<file path="src/rtl/sqrt_q88.sv">
// sqrt_q88: sequential square root of an unsigned Q8.8 value.
// The result is the Q8.8 square root. It is truncated by default.
// Define SQRT_ROUND_EN to round the result to nearest instead.
// The block runs a radix-2 restoring digit-by-digit algorithm on the
// 24-bit radicand {DATA_IN, 8'h00} and resolves one root bit per clock.
// The block is free-running with a 14-cycle period:
//   1 LOAD cycle, 12 ITER cycles, 1 DONE cycle.
// DATA_OUT is registered and changes only in the DONE cycle.
module sqrt_q88 (
  input  logic        CLK,
  input  logic        RST,
  input  logic [15:0] DATA_IN,
  output logic [15:0] DATA_OUT
);

  localparam logic [1:0] ST_LOAD = 2'd0;
  localparam logic [1:0] ST_ITER = 2'd1;
  localparam logic [1:0] ST_DONE = 2'd2;

  logic [1:0]  state_q, state_d;
  logic [23:0] rad_q, rad_d;     // radicand, consumed two bits per cycle from the top
  logic [11:0] root_q, root_d;   // root built MSB first
  logic [13:0] rem_q, rem_d;     // partial remainder, never exceeds 2*root
  logic [3:0]  cnt_q, cnt_d;     // index of the root bit being resolved
  logic [15:0] out_q, out_d;

  logic [15:0] trial_s;          // remainder with the next radicand pair appended
  logic [15:0] sub_s;            // 4*root + 1
  logic [15:0] diff_s;
  logic [12:0] final_s;          // root after optional rounding, may reach 4096
  logic        unused_s;

  // Trial subtraction for the current root bit.
  always_comb begin
    trial_s = {rem_q, rad_q[23:22]};
    sub_s   = {2'b00, root_q, 2'b01};
    diff_s  = trial_s - sub_s;
  end

  // diff_s is never larger than 2*root, so its top two bits are always zero.
  assign unused_s = ^diff_s[15:14];

  // Value written to the output in DONE.
  // When rounding, remainder > root means sqrt >= root + 0.5.
  always_comb begin
`ifdef SQRT_ROUND_EN
    if (rem_q > {2'b00, root_q}) begin
      final_s = {1'b0, root_q} + 13'd1;
    end else begin
      final_s = {1'b0, root_q};
    end
`else
    final_s = {1'b0, root_q};
`endif
  end

  // Next-state and datapath control for the LOAD / ITER / DONE sequence.
  always_comb begin
    state_d = state_q;
    rad_d   = rad_q;
    root_d  = root_q;
    rem_d   = rem_q;
    cnt_d   = cnt_q;
    out_d   = out_q;
    case (state_q)
      ST_LOAD: begin
        rad_d   = {DATA_IN, 8'h00};
        root_d  = 12'h000;
        rem_d   = 14'h0000;
        cnt_d   = 4'd11;
        state_d = ST_ITER;
      end
      ST_ITER: begin
        rad_d = {rad_q[21:0], 2'b00};
        if (trial_s >= sub_s) begin
          rem_d  = diff_s[13:0];
          root_d = {root_q[10:0], 1'b1};
        end else begin
          // trial_s < 4*root+1 here, so it fits the remainder width.
          rem_d  = trial_s[13:0];
          root_d = {root_q[10:0], 1'b0};
        end
        if (cnt_q == 4'd0) begin
          cnt_d   = 4'd0;
          state_d = ST_DONE;
        end else begin
          cnt_d   = cnt_q - 4'd1;
          state_d = ST_ITER;
        end
      end
      ST_DONE: begin
        out_d   = {3'b000, final_s};
        state_d = ST_LOAD;
      end
      default: begin
        state_d = ST_LOAD;
      end
    endcase
  end

  // State registers. Reset aborts any computation in flight.
  always_ff @(posedge CLK or negedge RST) begin
    if (!RST) begin
      state_q <= ST_LOAD;
      rad_q   <= 24'h000000;
      root_q  <= 12'h000;
      rem_q   <= 14'h0000;
      cnt_q   <= 4'd0;
      out_q   <= 16'h0000;
    end else begin
      state_q <= state_d;
      rad_q   <= rad_d;
      root_q  <= root_d;
      rem_q   <= rem_d;
      cnt_q   <= cnt_d;
      out_q   <= out_d;
    end
  end

  assign DATA_OUT = out_q;

endmodule

</file>
<file path="config.mk">
export PLATFORM = sky130hd
export DESIGN_NAME = sqrt_q88
export DESIGN_NICKNAME = d
export VERILOG_FILES = /design/src/rtl/sqrt_q88.sv
export SDC_FILE = /design/constraint.sdc
export NUM_CORES = 1
export LEC_CHECK = 0
export ABC_AREA = 1
export BUFFER_PORTS_ARGS = -buffer_cell sky130_fd_sc_hd__buf_2
export CELL_PAD_IN_SITES_DETAIL_PLACEMENT = 1
export CELL_PAD_IN_SITES_GLOBAL_PLACEMENT = 1
export CORE_MARGIN = 2
export CORE_UTILIZATION = 37
export CTS_CLUSTER_DIAMETER = 120
export DETAILED_ROUTE_END_ITERATION = 10
export HOLD_SLACK_MARGIN = 0.05
export PLACE_DENSITY = 0.81
export SLEW_MARGIN = 20
export SYNTH_ARGS = -nofsm -noshare
export SYNTH_HDL_FRONTEND = slang
export SYNTH_SLANG_ARGS = --single-unit
</file>
<file path="constraint.sdc">
create_clock -name CLK -period 1.6 [get_ports CLK]
set_clock_uncertainty 0.05 [all_clocks]
set_input_delay 0 -clock CLK [delete_from_list [all_inputs] [get_ports CLK]]
set_output_delay 0 -clock CLK [all_outputs]
set_load 0.005 [all_outputs]
</file>
==> results of run 1 <==
[critical path: stages (launching register included)]
cell and delay, ps:
dfrtp_1 460, ha_4 330, nand2_1 100, nor2_2 180, and2_4 180, nand2_4 80, nand2_8 140, buf_12 130
nand3_2 70, nand2_1 90, nand2_1 50
[layer usage]
metal | up-vias | GRT usage | share of wire
met4 | 0 | 0.170 | 0.062
met1 | 1834 | 0.283 | 0.37
met2 | 120 | 0.520 | 0.54
met5 | - | 0 | 0
met3 | 61 | 0.0404 | 0.030
li1 | 1686 | - | -
[registers in the layout (all words and copies together), names as in the netlist]
signal,count
DATA_OUT,12
cnt_q,4
rad_q,16
rem_q,14
root_q,12
state_q,2
[placed cells by master (no fill, tap or decap), types with 3 or more instances in the layout]
cell | synthesis | routed
dlygate4sd3_1 | 0 | 17
nand2_4 | 2 | 9
buf_4 | 4 | 68
a21oi_1 | 8 | 6
clkbuf_8 | 0 | 9
ha_4 | 0 | 12
nand4_1 | 5 | 5
inv_1 | 54 | 44
buf_2 | 1 | 29
nand2_2 | 2 | 15
nand3_2 | 1 | 13
buf_12 | 0 | 4
nor2_1 | 29 | 26
nand3b_1 | 9 | 9
clkinvlp_4 | 0 | 3
o21ai_0 | 42 | 40
buf_6 | 1 | 4
dfrtp_1 | 60 | 59
nand3_1 | 28 | 16
nor2_2 | 2 | 4
inv_2 | 0 | 9
conb_1 | 1 | 4
o22ai_1 | 13 | 13
nand2_1 | 155 | 133
[power breakdown]
group | switching (mW) | leakage [nW] | total, mW | internal, mW
clock | 0.678 | 0.0783 | 1.24 | 0.559
sequential | 0.275 | 0.699 | 2.14 | 1.86
combinational | 3.04 | 1.76 | 5.59 | 2.55
total | 3.99 | 2.54 | 8.96 | 4.97
[worst min-delay path by stage]
stage          from     endpoint  slack (ps)
2_1_floorplan   RST  DATA_OUT[0]        -350
3_3_place_gp    RST  DATA_OUT[9]         -20
3_5_place_dp    RST  DATA_OUT[9]         -10
4_1_cts         RST  DATA_OUT[7]         160
5_1_grt         RST  DATA_OUT[7]         180
6_report        RST  DATA_OUT[7]         130
[kinds of logic (layout without fill, tap and decap cells)]
logic type	Yosys count	in the layout	synth area share
flops	60	60	0.441
fa+ha+maj	14	14	0.0515
buf+inv	73	192	0.0875
other cells	1	4	0.00110
compound gates	66	66	0.106
xor+xnor	4	4	0.0103
simple gates	239	239	0.302
[through the flow]
| step | total power [mW] | hold slack, ps | util | std cells | setup TNS [ps] |
|---|---|---|---|---|---|
| 6_report | 8.96 | 133 | 0.563 | 687 | -4840 |
| 5_1_grt | 9.48 | 178 | 0.563 | 687 | -5490 |
| 4_1_cts | 8.08 | 163 | 0.542 | 682 | -3400 |
| 3_5_place_dp | 6.37 | -14.0 | 0.485 | 642 | -3800 |
| 3_3_place_gp | 6.10 | -20.1 | 0.485 | 642 | -2320 |
| 2_1_floorplan | 4.58 | -346 | - | 460 | -925 |
[cell type report]
type,instances,area [um^2]
Clock buffer,10,128
Tap cell,108,135
Inverter,54,205
Clock inverter,6,41.3
Timing Repair Buffer,122,951
Multi-Input combinational cell,327,1990
Fill cell,1049,3850
Sequential cell,60,1500
[timing repair]
item                                    CTS  global route
resized for setup                        28            34
pin swaps                                23            19
endpoints found under the setup margin   24            17
cloned                                    1             0
hold buffers                             17             0
endpoints found under the hold margin    76             0
setup buffers                             6             5
==> reports/results.ini, run 1 <==
[floorplanning]
dieArea_mm2=0.00998
fp.dieH_um=99.9
die_width_um=99.9
coreArea_mm2=0.00881
num_io_pins=34
start_util=0.386
rows=34

[routing]
routed_wl_um=13600
wl_per_cell_um=19.8
via_count=3701
first_iter_violations=142
ant_nets=0
first_pass_iters=4
avgViaCountPerCell=5.39
drc_errors=0

[yosys]
ys_top_cells_by_count=nand2_1 (155), dfrtp_1 (60), inv_1 (54)
synth_cell_types=30
synth_enable_flop_cells=0
yosysSeqAreaShare=0.441
syn_inst=457
async_flop_share=1.00
synth_area_leaders=dfrtp_1 (44%), nand2_1 (17%), o21ai_0 (6.2%)
ys_ff_latch=60
synth_top_area_share=0.441
yosys.area.top_type=dfrtp_1
synth.avg_cell_area_um2=7.45
yosys_warnings=0
synthesis.area_mm2=0.00340
synth_flop_cell=dfrtp_1
yosysMostFrequentCell=nand2_1

[status]
outcome=complete, but fails checks
violations=negative setup slack

[final_layout]
layout-drive-gt1-share=0.339
fin_nets=606
fin_area_mm2=0.00496
area_growth_pct=45.6
diodes=0

[power_and_ir_drop]
p_leak_nw=2.54
power_density_mw_per_mm2=1810
peakVddDrop_uv=685

[clocking]
tritoncts=done
insertion_delay_ps=350
cts.reportedPaths.clkPinSlew_ps=80
cts_root_buf=clkbuf_8
htree_num_levels=3
cts_buffers=9
clock_path_buffers=2
clock-sinks=60

[sta]
min_period_over_period=1.23
hold_viol=0
setup_viol=15
setup_slack_ps=-373
fin_crit_ps=1970
rsz0062_at_grt=yes
fmax_mhz=507
drv_slew=0

[placed_design]
gp_congestion=0.892
place_area_mm2=0.00427
portBuffers=29
pre_cts_ws_ps=-372
post-dp-hpwl_um=8000

[critical_path]
worstPathRequired_ps=1780
crit_arrival_ps=2160
critPathLaunch=rem_q[6]
reg2reg_setup_slack_ps=-370
start_kind=register
endpoint=rem_q[10]
critical_path_class=reg -> reg
path_max_fanout=7
crit_path_end_kind=register
r2r-end=rem_q[10]
ff2ff_path_depth=10
r2r-start=rem_q[6]

[global_routing]
grt_pass1_wl_um=21100
grt_max_degree=61
grt_overflow_total=0
track_usage=0.275
grt_pass1_vias=4185
grt_antenna_before_repair=0

[min_path]
hold_class=in -> async

[job]
maxCapViolations=0

(Power assumes the default switching activity.)
==> run 2, diff against run 1 <==
--- a/config.mk
+++ b/config.mk
@@ -5,7 +5,6 @@
 export SDC_FILE = /design/constraint.sdc
 export NUM_CORES = 1
 export LEC_CHECK = 0
-export ABC_AREA = 1
 export BUFFER_PORTS_ARGS = -buffer_cell sky130_fd_sc_hd__buf_2
 export CELL_PAD_IN_SITES_DETAIL_PLACEMENT = 1
 export CELL_PAD_IN_SITES_GLOBAL_PLACEMENT = 1
@@ -14,7 +13,7 @@
 export CTS_CLUSTER_DIAMETER = 120
 export DETAILED_ROUTE_END_ITERATION = 10
 export HOLD_SLACK_MARGIN = 0.05
-export PLACE_DENSITY = 0.81
+export PLACE_DENSITY = 0.79
 export SLEW_MARGIN = 20
 export SYNTH_ARGS = -nofsm -noshare
 export SYNTH_HDL_FRONTEND = slang
==> run 2 against run 1 <==
The flow still finishes with violations (negative setup slack). Sequential share of layout area barely moved. Final area rose by 0.23%. Combinational power fell by 4.8%. Power fell by 1.2%. Maximum frequency fell by 15%. Synthesized cell count fell by 21%. Final cell count fell by 11%. Core utilization rose by 0.40 points. Flip-flop and latch count did not move.
==> reports/results.ini, run 2 <==
[critical_path]
cpPeakStageDelay_ps=450  ; was 460 ps
crit_path_top_delay_cell=dfrtp_1  ; unchanged
crit_chain=ha_4, nand4_1, buf_4, o311a_4, or2_4, a221o_1  ; was ha_4, nand2_1, nor2_2, and2_4, nand2_4, nand2_8, buf_12, nand3_2, nand2_1, nand2_1
worstPathRequired_ps=1790  ; was 1780 ps
path_buf_inv=1  ; unchanged
ff2ff_path_depth=6  ; was 10
crit_arrival_ps=2500  ; was 2160 ps
start_kind=register  ; unchanged
critical_path_class=reg -> reg  ; unchanged
crit_family=compound AO/OA/AOI/OAI gates  ; was simple AND/OR/NAND/NOR gates
crit_path_end_kind=register  ; unchanged
path_max_fanout=7  ; unchanged
worst-path-stages=6  ; was 10

[routing]
ant_nets=0  ; unchanged
first_pass_iters=4  ; unchanged
first_iter_violations=193  ; was 142
routed_wl_um=12000  ; was 13600 um
via_count=3378  ; was 3701
avgViaCountPerCell=5.51  ; was 5.39
wl_per_cell_um=19.5  ; was 19.8 um
drc_errors=0  ; unchanged

[final_layout]
fin_nets=532  ; was 606
layout-drive-gt1-share=0.398  ; was 0.339
area_growth_pct=48.1  ; was 45.6%
fillers=981  ; was 1049
seq_area_mm2=0.00151  ; was 0.00150 mm^2
layout_commonest_cell=buf_4  ; was nand2_1
fin_cells=613  ; was 687
largest-register=rad_q  ; unchanged
reg.largest.list=rad_q: 16 flops, rem_q: 14 flops  ; unchanged
diodes=0  ; unchanged
largest_reg_flops=16  ; unchanged
mostFrequentLayoutCells=buf_4 (96), nand2_1 (68), dfrtp_1 (57), o21ai_0 (40), buf_2 (29)  ; was nand2_1 (133), buf_4 (68), dfrtp_1 (59), inv_1 (44), o21ai_0 (40)
multiInputGateArea_mm2=0.00193  ; was 0.00199 mm^2

[yosys]
async_flop_share=1.00  ; unchanged
yosysMostFrequentCell=nand2_1  ; unchanged
synth_top_area_share=0.448  ; was 0.441
synth_flop_cell=dfrtp_1  ; unchanged
yosys_warnings=0  ; unchanged
synth_enable_flop_cells=0  ; unchanged
syn_inst=363  ; was 457
synth_cell_types=50  ; was 30
synth_area_leaders=dfrtp_1 (45%), nand2_1 (7.7%), o21ai_0 (7.0%)  ; was dfrtp_1 (44%), nand2_1 (17%), o21ai_0 (6.2%)
ys_top_cells_by_count=nand2_1 (69), dfrtp_1 (60), o21ai_0 (47)  ; was nand2_1 (155), dfrtp_1 (60), inv_1 (54)
yosysSeqAreaShare=0.448  ; was 0.441
synthesis.area_mm2=0.00335  ; was 0.00340 mm^2
yosys.area.top_type=dfrtp_1  ; unchanged
ys_ff_latch=60  ; unchanged
synth.avg_cell_area_um2=9.24  ; was 7.45 um^2

[clocking]
insertion_delay_ps=350  ; about the same
cts_buffers=9  ; unchanged
cts_root_buf=clkbuf_8  ; unchanged
htree_num_levels=3  ; unchanged
clock_path_buffers=2  ; unchanged
tritoncts=done  ; unchanged
cts.reportedPaths.clkPinSlew_ps=70  ; was 80 ps
clock-sinks=60  ; unchanged

[global_routing]
groute.layer.met3.usage=0.0618  ; was 0.0404
grt_pass1_wl_um=19200  ; was 21100 um
busiest_layer=met2  ; unchanged
grt_overflow_total=0  ; unchanged
track_usage=0.254  ; was 0.275
use_met1=0.270  ; was 0.283
grt_antenna_before_repair=0  ; unchanged
grt_max_degree=29  ; was 61
grtUsageMet2=0.465  ; was 0.520
grt_pass1_vias=3825  ; was 4185

[placed_design]
gp_congestion=0.880  ; was 0.892
portBuffers=29  ; unchanged
post-dp-hpwl_um=7530  ; was 8000 um
dp.cells=561  ; was 642

[floorplanning]
die_width_um=99.2  ; was 99.9 um
rows=34  ; unchanged
coreArea_mm2=0.00876  ; was 0.00881 mm^2
dieArea_mm2=0.00984  ; was 0.00998 mm^2
fp.dieH_um=99.2  ; was 99.9 um
start_util=0.383  ; was 0.386
num_io_pins=34  ; unchanged

[sta]
hold_viol=0  ; unchanged
rsz0062_at_grt=yes  ; unchanged
min_period_over_period=1.44  ; was 1.23
fmax_mhz=433  ; was 507 MHz
setup_viol=15  ; unchanged
worst_pin_slew_ps=508
setup_slack_ps=-709  ; was -373 ps
slew_headroom=0.653
drv_slew=0  ; unchanged
fin_crit_ps=2310  ; was 1970 ps

[power_and_ir_drop]
p_leak_nw=2.30  ; was 2.54 nW
power_mw=8.86  ; was 8.96 mW
power_density_mw_per_mm2=1780  ; was 1810 mW/mm^2
peakVddDrop_uv=802  ; was 685 uV

[min_path]
hold_class=in -> async  ; unchanged

[status]
outcome=complete, but fails checks  ; unchanged
violations=negative setup slack  ; unchanged

[job]
maxCapViolations=0  ; unchanged

## run 2: changes by cell type after synthesis, sizes merged, moves of 5 or more
cell    before  now
nand2      159   69
nor2        32   11
mux2i        0   14
o211ai       0   20
o311ai       0    5
inv         54   20
nand3       29    2
a21oi        9   14
or4          0    5
buf          7   14
nand2b       0    6
o22ai       13    0
o21ai       42   48
nand3b       9    0
## run 2: through the flow
| step | setup TNS, ps | area, um^2 | worst slack (ps) | util | hold WS (ps) |
|---|---|---|---|---|---|
| floorplan | -6370 | 3400 | -530 | - | -346 |
| global placement | -8680 | 4220 | -664 | 0.481 | -107 |
| detailed placement | -9840 | 4220 | -750 | 0.481 | -104 |
| CTS | -8090 | 4840 | -592 | 0.552 | 51.4 |
| global route | -10020 | 4970 | -757 | 0.567 | 92.1 |
| finish | -9170 | 4970 | -709 | 0.567 | 53.9 |
## run 2: path summary, 6_finish.rpt
kind | to | startpoint | slack [ps]
hold reg to reg | DATA_OUT[8] | DATA_OUT[8] | 430
setup / recovery | rem_q[0] | rem_q[2] | -710
max in group asynchronous | rad_q[22] | RST | 830
min in group CLK | rad_q[9] | DATA_IN[1] | 360
setup reg to reg | rem_q[0] | rem_q[2] | -710
hold / removal | DATA_OUT[4] | RST | 50
## run 2: kinds of logic after synthesis
group / after synthesis / share of synthesized area
other: 1 / 0.00112
muxes: 14 / 0.0418
DFF: 60 / 0.448
adders and majority gates: 14 / 0.0522
AOI/OAI and AO/OA: 108 / 0.219
and+or+nand+nor: 109 / 0.150
xor gates and xnor gates: 10 / 0.0261
buffers and inverters: 47 / 0.0619
## run 2: report_power, final
group	leakage, nW	switching, mW	internal, mW
Clock	0.0996	0.635	0.706
Combinational	1.50	2.53	2.79
Sequential	0.704	0.307	1.89
Total	2.30	3.47	5.38
## run 2: what timing repair did
action,CTS,global route
hold endpoints to repair,76,0
endpoints found under the setup margin,15,16
hold buffers,17,0
gates cloned,1,0
pin swaps,28,20
resized for setup,39,18
buffers inserted,12,6
## run 2: metal layers
layer / vias up / share of wire
met1: 1693 / 0.39
met2: 84 / 0.54
met3: 42 / 0.030
met5: - / 0
met4: 0 / 0.044
li1: 1559 / -
## run 2: area by class of cell
class	instances	area share
Inverter	20	0.0151
Sequential cell	60	0.303
Clock inverter	6	0.0111
Timing Repair Buffer	149	0.230
Multi-Input combinational cell	260	0.388
Clock buffer	10	0.0257
Tap cell	108	0.0272
